==> src/rtl/temp_entry_ctrl_pkg.sv <==
// -----------------------------------------------------------------------------
// temp_entry_ctrl_pkg
// Shared constants for the temperature entry controller: the input_state
// encodings (also consumed by the display mux and monitor), the FSM state
// enum built on them, and BCD digit helpers.
// -----------------------------------------------------------------------------
package temp_entry_ctrl_pkg;

  localparam logic [1:0] INPUT_STATE_HUNS = 2'd0;
  localparam logic [1:0] INPUT_STATE_TENS = 2'd1;
  localparam logic [1:0] INPUT_STATE_ONES = 2'd2;
  localparam logic [1:0] INPUT_STATE_DONE = 2'd3;

  typedef enum logic [1:0] {
    ST_HUNS = INPUT_STATE_HUNS,
    ST_TENS = INPUT_STATE_TENS,
    ST_ONES = INPUT_STATE_ONES,
    ST_DONE = INPUT_STATE_DONE
  } input_state_e;

  localparam logic [3:0] BCD_MAX = 4'd9;

  function automatic logic bcd_valid(input logic [3:0] d);
    return (d <= BCD_MAX);
  endfunction

  function automatic logic [3:0] bcd_clamp(input logic [3:0] d);
    return (d > BCD_MAX) ? BCD_MAX : d;
  endfunction

endpackage

==> src/rtl/temp_entry_ctrl_key_debounce.sv <==
// -----------------------------------------------------------------------------
// key_debounce
// Debounces an already-synchronized active-low key and emits a single-cycle
// press pulse on each accepted high-to-low transition.
//
// Ports:
//   clk        - system clock
//   rst_n      - asynchronous active-low reset
//   key_n_sync - synchronized key level (0 = pressed)
//   press      - one-cycle pulse per accepted press
//
// A level is accepted after DEBOUNCE_CYCLES consecutive samples that differ
// from the accepted level; any sample back at the accepted level restarts the
// count. Out of reset the block is disarmed: it first has to see a debounced
// release, so a key held through reset cannot produce a press.
// -----------------------------------------------------------------------------
module key_debounce #(
  parameter int unsigned DEBOUNCE_CYCLES = 500000
) (
  input  logic clk,
  input  logic rst_n,
  input  logic key_n_sync,
  output logic press
);

  localparam int unsigned CNT_W = (DEBOUNCE_CYCLES > 1) ? $clog2(DEBOUNCE_CYCLES) : 1;
  localparam logic [CNT_W-1:0] CNT_LOAD = CNT_W'(DEBOUNCE_CYCLES - 1);
  localparam logic [CNT_W-1:0] CNT_ONE  = CNT_W'(1);

  logic [CNT_W-1:0] cnt_q, cnt_d;
  logic             acc_q, acc_d;
  logic             armed_q, armed_d;
  logic             press_q, press_d;
  logic             target;
  logic             moving;
  logic             hit;

  always_comb begin
    cnt_d   = cnt_q;
    acc_d   = acc_q;
    armed_d = armed_q;
    press_d = 1'b0;

    // Before arming, the only level being qualified is "released".
    target = armed_q ? ~acc_q : 1'b1;
    moving = (key_n_sync == target);
    // Down-counter: zero means idle, terminal count is 1 (or the very first
    // differing sample when a single sample is enough).
    hit    = (cnt_q == CNT_ONE) || ((cnt_q == '0) && (DEBOUNCE_CYCLES == 1));

    if (!moving) begin
      cnt_d = '0;
    end else if (hit) begin
      cnt_d = '0;
      if (!armed_q) begin
        armed_d = 1'b1;
      end else begin
        acc_d   = key_n_sync;
        press_d = ~key_n_sync;
      end
    end else if (cnt_q == '0) begin
      cnt_d = CNT_LOAD;
    end else begin
      cnt_d = cnt_q - CNT_ONE;
    end
  end

  always_ff @(posedge clk or negedge rst_n) begin
    if (!rst_n) begin
      cnt_q   <= '0;
      acc_q   <= 1'b1;
      armed_q <= 1'b0;
      press_q <= 1'b0;
    end else begin
      cnt_q   <= cnt_d;
      acc_q   <= acc_d;
      armed_q <= armed_d;
      press_q <= press_d;
    end
  end

  assign press = press_q;

endmodule

==> src/rtl/temp_entry_ctrl.sv <==
// -----------------------------------------------------------------------------
// temp_entry_ctrl
// Three-digit signed BCD temperature entry from switches and an enter key.
// Digits are shadowed per press and committed atomically on the third press.
//
// Ports:
//   clk, rst_n                         - clock, async active-low reset
//   enter_n, sw_digit, sw_sign         - raw asynchronous user inputs
//   input_state                        - entry FSM state (INPUT_STATE_*)
//   current_value                      - synchronized sw_digit for display
//   temp_huns/tens/ones, temp_sign     - committed temperature
//   temp_huns_old/tens_old/ones_old    - previously committed temperature
//   commit                             - one-cycle pulse on commit
//   digit_err                          - one-cycle pulse on rejected digit
//
// Build option: TEMP_ENTRY_BCD_CHECK_EN rejects digits >9 (digit_err pulses);
// without it digits >9 are clamped to 9 and digit_err is tied low.
//
// state | meaning
// HUNS  | waiting for hundreds digit
// TENS  | hundreds shadowed, waiting for tens digit
// ONES  | tens shadowed, next press commits
// DONE  | value committed, next press starts a new entry
// -----------------------------------------------------------------------------
module temp_entry_ctrl
  import temp_entry_ctrl_pkg::*;
#(
  parameter int unsigned DEBOUNCE_CYCLES = 500000
) (
  input  logic       clk,
  input  logic       rst_n,
  input  logic       enter_n,
  input  logic [3:0] sw_digit,
  input  logic       sw_sign,
  output logic [1:0] input_state,
  output logic [3:0] current_value,
  output logic [3:0] temp_huns,
  output logic [3:0] temp_tens,
  output logic [3:0] temp_ones,
  output logic [3:0] temp_huns_old,
  output logic [3:0] temp_tens_old,
  output logic [3:0] temp_ones_old,
  output logic       temp_sign,
  output logic       commit,
  output logic       digit_err
);

  // Two-flop synchronizers; enter resets to the released level.
  logic       enter_meta_q, enter_sync_q;
  logic       sign_meta_q, sign_sync_q;
  logic [3:0] digit_meta_q, digit_sync_q;

  always_ff @(posedge clk or negedge rst_n) begin
    if (!rst_n) begin
      enter_meta_q <= 1'b1;
      enter_sync_q <= 1'b1;
      sign_meta_q  <= 1'b0;
      sign_sync_q  <= 1'b0;
      digit_meta_q <= '0;
      digit_sync_q <= '0;
    end else begin
      enter_meta_q <= enter_n;
      enter_sync_q <= enter_meta_q;
      sign_meta_q  <= sw_sign;
      sign_sync_q  <= sign_meta_q;
      digit_meta_q <= sw_digit;
      digit_sync_q <= digit_meta_q;
    end
  end

  logic press;

  key_debounce #(
    .DEBOUNCE_CYCLES (DEBOUNCE_CYCLES)
  ) u_key_debounce (
    .clk        (clk),
    .rst_n      (rst_n),
    .key_n_sync (enter_sync_q),
    .press      (press)
  );

  input_state_e state_q, state_d;
  logic [3:0]   huns_sh_q, huns_sh_d;
  logic [3:0]   tens_sh_q, tens_sh_d;
  logic [3:0]   huns_q, huns_d, tens_q, tens_d, ones_q, ones_d;
  logic [3:0]   huns_old_q, huns_old_d, tens_old_q, tens_old_d, ones_old_q, ones_old_d;
  logic         sign_q, sign_d;
  logic         commit_q, commit_d;
  logic         err_d;
  logic         digit_ok;
  logic [3:0]   digit_use;

  always_comb begin
`ifdef TEMP_ENTRY_BCD_CHECK_EN
    digit_ok  = bcd_valid(digit_sync_q);
    digit_use = digit_sync_q;
`else
    digit_ok  = 1'b1;
    digit_use = bcd_clamp(digit_sync_q);
`endif
  end

  always_comb begin
    state_d    = state_q;
    huns_sh_d  = huns_sh_q;
    tens_sh_d  = tens_sh_q;
    huns_d     = huns_q;
    tens_d     = tens_q;
    ones_d     = ones_q;
    huns_old_d = huns_old_q;
    tens_old_d = tens_old_q;
    ones_old_d = ones_old_q;
    sign_d     = sign_q;
    commit_d   = 1'b0;
    err_d      = 1'b0;

    if (press) begin
      unique case (state_q)
        ST_HUNS: begin
          if (digit_ok) begin
            huns_sh_d = digit_use;
            state_d   = ST_TENS;
          end else begin
            err_d = 1'b1;
          end
        end
        ST_TENS: begin
          if (digit_ok) begin
            tens_sh_d = digit_use;
            state_d   = ST_ONES;
          end else begin
            err_d = 1'b1;
          end
        end
        ST_ONES: begin
          if (digit_ok) begin
            huns_old_d = huns_q;
            tens_old_d = tens_q;
            ones_old_d = ones_q;
            huns_d     = huns_sh_q;
            tens_d     = tens_sh_q;
            ones_d     = digit_use;
            sign_d     = sign_sync_q;
            commit_d   = 1'b1;
            state_d    = ST_DONE;
          end else begin
            err_d = 1'b1;
          end
        end
        ST_DONE: begin
          state_d = ST_HUNS;
        end
        default: begin
          state_d = ST_HUNS;
        end
      endcase
    end
  end

  always_ff @(posedge clk or negedge rst_n) begin
    if (!rst_n) begin
      state_q    <= ST_HUNS;
      huns_sh_q  <= '0;
      tens_sh_q  <= '0;
      huns_q     <= '0;
      tens_q     <= '0;
      ones_q     <= '0;
      huns_old_q <= '0;
      tens_old_q <= '0;
      ones_old_q <= '0;
      sign_q     <= 1'b0;
      commit_q   <= 1'b0;
    end else begin
      state_q    <= state_d;
      huns_sh_q  <= huns_sh_d;
      tens_sh_q  <= tens_sh_d;
      huns_q     <= huns_d;
      tens_q     <= tens_d;
      ones_q     <= ones_d;
      huns_old_q <= huns_old_d;
      tens_old_q <= tens_old_d;
      ones_old_q <= ones_old_d;
      sign_q     <= sign_d;
      commit_q   <= commit_d;
    end
  end

`ifdef TEMP_ENTRY_BCD_CHECK_EN
  logic err_q;

  always_ff @(posedge clk or negedge rst_n) begin
    if (!rst_n) begin
      err_q <= 1'b0;
    end else begin
      err_q <= err_d;
    end
  end

  assign digit_err = err_q;
`else
  // err_d is never raised when out-of-range digits are clamped.
  logic unused_err;
  assign unused_err = err_d;
  assign digit_err  = 1'b0;
`endif

  assign input_state   = state_q;
  assign current_value = digit_sync_q;
  assign temp_huns     = huns_q;
  assign temp_tens     = tens_q;
  assign temp_ones     = ones_q;
  assign temp_huns_old = huns_old_q;
  assign temp_tens_old = tens_old_q;
  assign temp_ones_old = ones_old_q;
  assign temp_sign     = sign_q;
  assign commit        = commit_q;

endmodule

==> config.mk <==
export PLATFORM = sky130hd
export DESIGN_NAME = temp_entry_ctrl
export DESIGN_NICKNAME = d
export VERILOG_FILES = /design/src/rtl/temp_entry_ctrl_pkg.sv /design/src/rtl/temp_entry_ctrl_key_debounce.sv /design/src/rtl/temp_entry_ctrl.sv
export SDC_FILE = /design/constraint.sdc
export NUM_CORES = 1
export LEC_CHECK = 0
export CAP_MARGIN = 40
export CORE_AREA = 2 2 94 96
export CTS_CLUSTER_DIAMETER = 100
export DETAILED_ROUTE_END_ITERATION = 8
export DIE_AREA = 0 0 96 98
export SLEW_MARGIN = 40
export SYNTH_ARGS = -nofsm -noshare
export SYNTH_HDL_FRONTEND = slang
export SYNTH_SLANG_ARGS = --single-unit
==> constraint.sdc <==
create_clock -name clk -period 3.25 [get_ports clk]
set_input_delay 0.65 -clock clk [delete_from_list [all_inputs] [get_ports clk]]
set_output_delay 0.65 -clock clk [all_outputs]
set_load 0.01 [all_outputs]
==> results.py <==
metrics = {
    "run_status": {
        "status": "finished, final reports clean",
    },
    "finish": {
        "area_delta_synth_final_pct": 25.3,
        "finalInstanceArea_sq_mm": 0.00360,
        "drive_gt1_share_pct": 21.0,
        "multiInputGateArea_sq_mm": 0.00107,
        "seq_area_sq_mm": 0.00176,
        "post-route-util_pct": 42.6,
        "fin_cells": 384,
        "layout_commonest_cell": "dfrtp_1",
        "n_antenna_cell": 0,
        "final_cell_mix": "67 x dfrtp_1, 38 x clkdlybuf4s50_1, 25 x mux2_2",
        "fillCellCount": 798,
        "fin_nets": 286,
    },
    "floorplanning": {
        "row_count": 34,
        "die_h_um": 98,
        "initial_utilization_pct": 34.0,
        "num_io_pins": 41,
        "die_x_um": 96,
        "dieArea_sq_mm": 0.00941,
        "core_area_sq_mm": 0.00847,
    },
    "power_and_ir_drop": {
        "p_leak_nw": 1.62,
        "power_switching_mw": 0.800,
        "p_seq_share_pct": 45.0,
        "swShare_pct": 33.8,
        "power.internal_mw": 1.57,
        "ir_worst_vdd_mv": 0.322,
        "total_power_mw": 2.37,
        "p_comb_share_pct": 24.9,
        "power.density_mw_per_mm2": 657,
        "p_clk_share_pct": 30.1,
    },
    "grt": {
        "track_usage_pct": 12.2,
        "grt_pass1_vias": 1863,
        "grt_max_degree": 30,
        "antenna_found_initial": 0,
        "grt_pass1_wl_mm": 8.97,
        "grt_overflow": 0,
    },
    "critical_path": {
        "cp.required_ns": 3.47,
        "cp-end-kind": "register",
        "crit_fanout": 13,
        "arrival_ns": 2.46,
        "start_kind": "register",
        "criticalPathCategory": "reg2reg",
    },
    "cts": {
        "postCtsSetupBuffers": 0,
        "clk_pin_slew_ns": 0.09,
        "cts_max_path_buffers": 2,
        "cts_hold_buf": 0,
        "htree_levels": 3,
        "cts_num_sinks": 70,
        "cts_root_buf": "clkbuf_8",
        "cts_tree": "yes",
        "cts_made_buffers": 9,
        "cts_resized": 0,
        "insertion_delay_ns": 0.35,
    },
    "route": {
        "drc": 0,
        "wl_per_cell_um": 13.4,
        "avgViaCountPerCell": 4.84,
        "postRouteAntennaNets": 0,
        "drtPass1Iterations": 4,
        "wirelength_mm": 5.15,
        "dr_total_vias": 1860,
        "drt_iter0_markers": 43,
    },
    "sta": {
        "setup_viol": 0,
        "fin_worst_skew_ns": 0.0158,
        "totalNegativeSetupSlack_ns": 0,
        "rsz0062_at_grt": "no",
        "finalMaxSlewViolations": 0,
        "worst_pin_slew_ns": 0.690,
        "relSlewSlack_pct": 53.6,
        "fmax_ghz": 0.446,
        "finalHoldViolations": 0,
        "period_share_pct": 68.9,
        "period_minus_slack_ns": 2.24,
        "hold-worst-slack_ns": 0.313,
        "setup_ws_ns": 1.01,
    },
    "placed_design": {
        "globalplace.congestion": 0.851,
        "pre_cts_ws_ns": 1.01,
        "dp_cells": 368,
        "hpwlAfterDp_mm": 3.69,
        "io_buffer_count": 39,
        "place_area_sq_mm": 0.00340,
    },
    "synthesis": {
        "ys_types": 38,
        "synthesis.area_sq_mm": 0.00288,
        "synth_fp_nets": 238,
        "synth_ff_type": "dfrtp_1",
        "async_reset_ff_share_pct": 100,
        "synth.avg_cell_area_sq_um": 12.9,
        "postSynthCellCount": 223,
        "synth-seq-cells": 70,
        "yosysSeqAreaShare_pct": 61.0,
        "synth_edf_count": 0,
        "yosys_warnings": 0,
    },
    "flow_run": {
        "drv_cap": 0,
    },
    "min_path": {
        "hp-class": "in2async",
    },
}
registers in the layout, indices dropped and copies added, names as in the netlist, 2 cells and up:
register	cells
current_value	4
tens_sh_q	4
temp_ones	4
temp_tens_old	4
huns_sh_q	4
temp_huns	4
digit_meta_q	4
u_key_debounce.cnt_q	19
temp_huns_old	4
input_state	2
temp_tens	4
temp_ones_old	4
per-layer routing:
metal	part of all wire [%]	global-route usage [%]	vias to the layer above
met4	1.4	4.29	0
met2	49	19.3	38
li1	-	-	887
met3	3.6	3.47	7
met5	0	0	-
met1	46	15.7	928
worst max-delay path, stage by stage, from the launching register on:
cell and delay (ns):
dfrtp_1 0.46, nor4_4 0.63, nand4_2 0.27, o21ai_0 0.46
buf_4 0.24, a311oi_1 0.05
area by class of cell:
class                           count  share of cell area (%)
Clock inverter                      7                    2.22
Timing Repair Buffer               43                    11.5
Multi-Input combinational cell    142                    29.8
Sequential cell                    70                    48.7
Clock buffer                        9                    3.44
Inverter                            5                   0.521
Tap cell                          108                    3.75
power groups by stage:
stage | clock network (mW) | logic (mW) | registers, mW
after floorplan | 0 | 0.467 | 1.06
after global placement | 0 | 0.577 | 1.08
after detailed placement | 0 | 0.591 | 1.08
after CTS | 0.737 | 0.594 | 1.07
after global routing | 0.778 | 0.669 | 1.08
final | 0.713 | 0.589 | 1.07
worst paths after layout:
kind,to,cells after the start,slack [ns],from
worst max-delay path,u_key_debounce.cnt_q[18],5,1.01,u_key_debounce.cnt_q[2]
worst min register to register,current_value[1],0,0.34,digit_meta_q[1]
min in group clk,current_value[1],0,0.34,digit_meta_q[1]
worst max register to register,u_key_debounce.cnt_q[18],5,1.01,u_key_debounce.cnt_q[2]
max in group asynchronous,digit_meta_q[0],2,2.14,rst_n
worst min-delay path,temp_huns_old[2],1,0.31,rst_n
synthesized netlist by cell type (all sizes together), types with 3 or more instances:
library cell  number  area share (%)
a21oi              9             1.6
a31oi              3            0.65
buf                4            0.78
dfrtp             67              58
dfstp              3             2.7
ha                 7             3.0
inv                5            0.65
mux2              25             9.8
nand2             19             2.5
nand4              6             1.5
nor2              15             2.0
nor4               7             2.6
o21ai             13             2.3
or4                3            0.78
xnor2              3            0.91
xor2              11             3.3
cells by family (layout without fill, tap and decap cells):
family	after synthesis	after routing	share of synthesized area, %
AO/OA/AOI/OAI	32	32	7.13
XOR/XNOR	14	14	4.26
adder cells (fa/ha/maj)	7	7	3.04
buffers and inverters	11	64	1.70
flip-flops	70	70	61.0
multiplexers	25	25	9.79
other	1	1	0.130
AND/OR/NAND/NOR	63	63	12.9
Note: power is estimated with default switching activity, not from simulation.
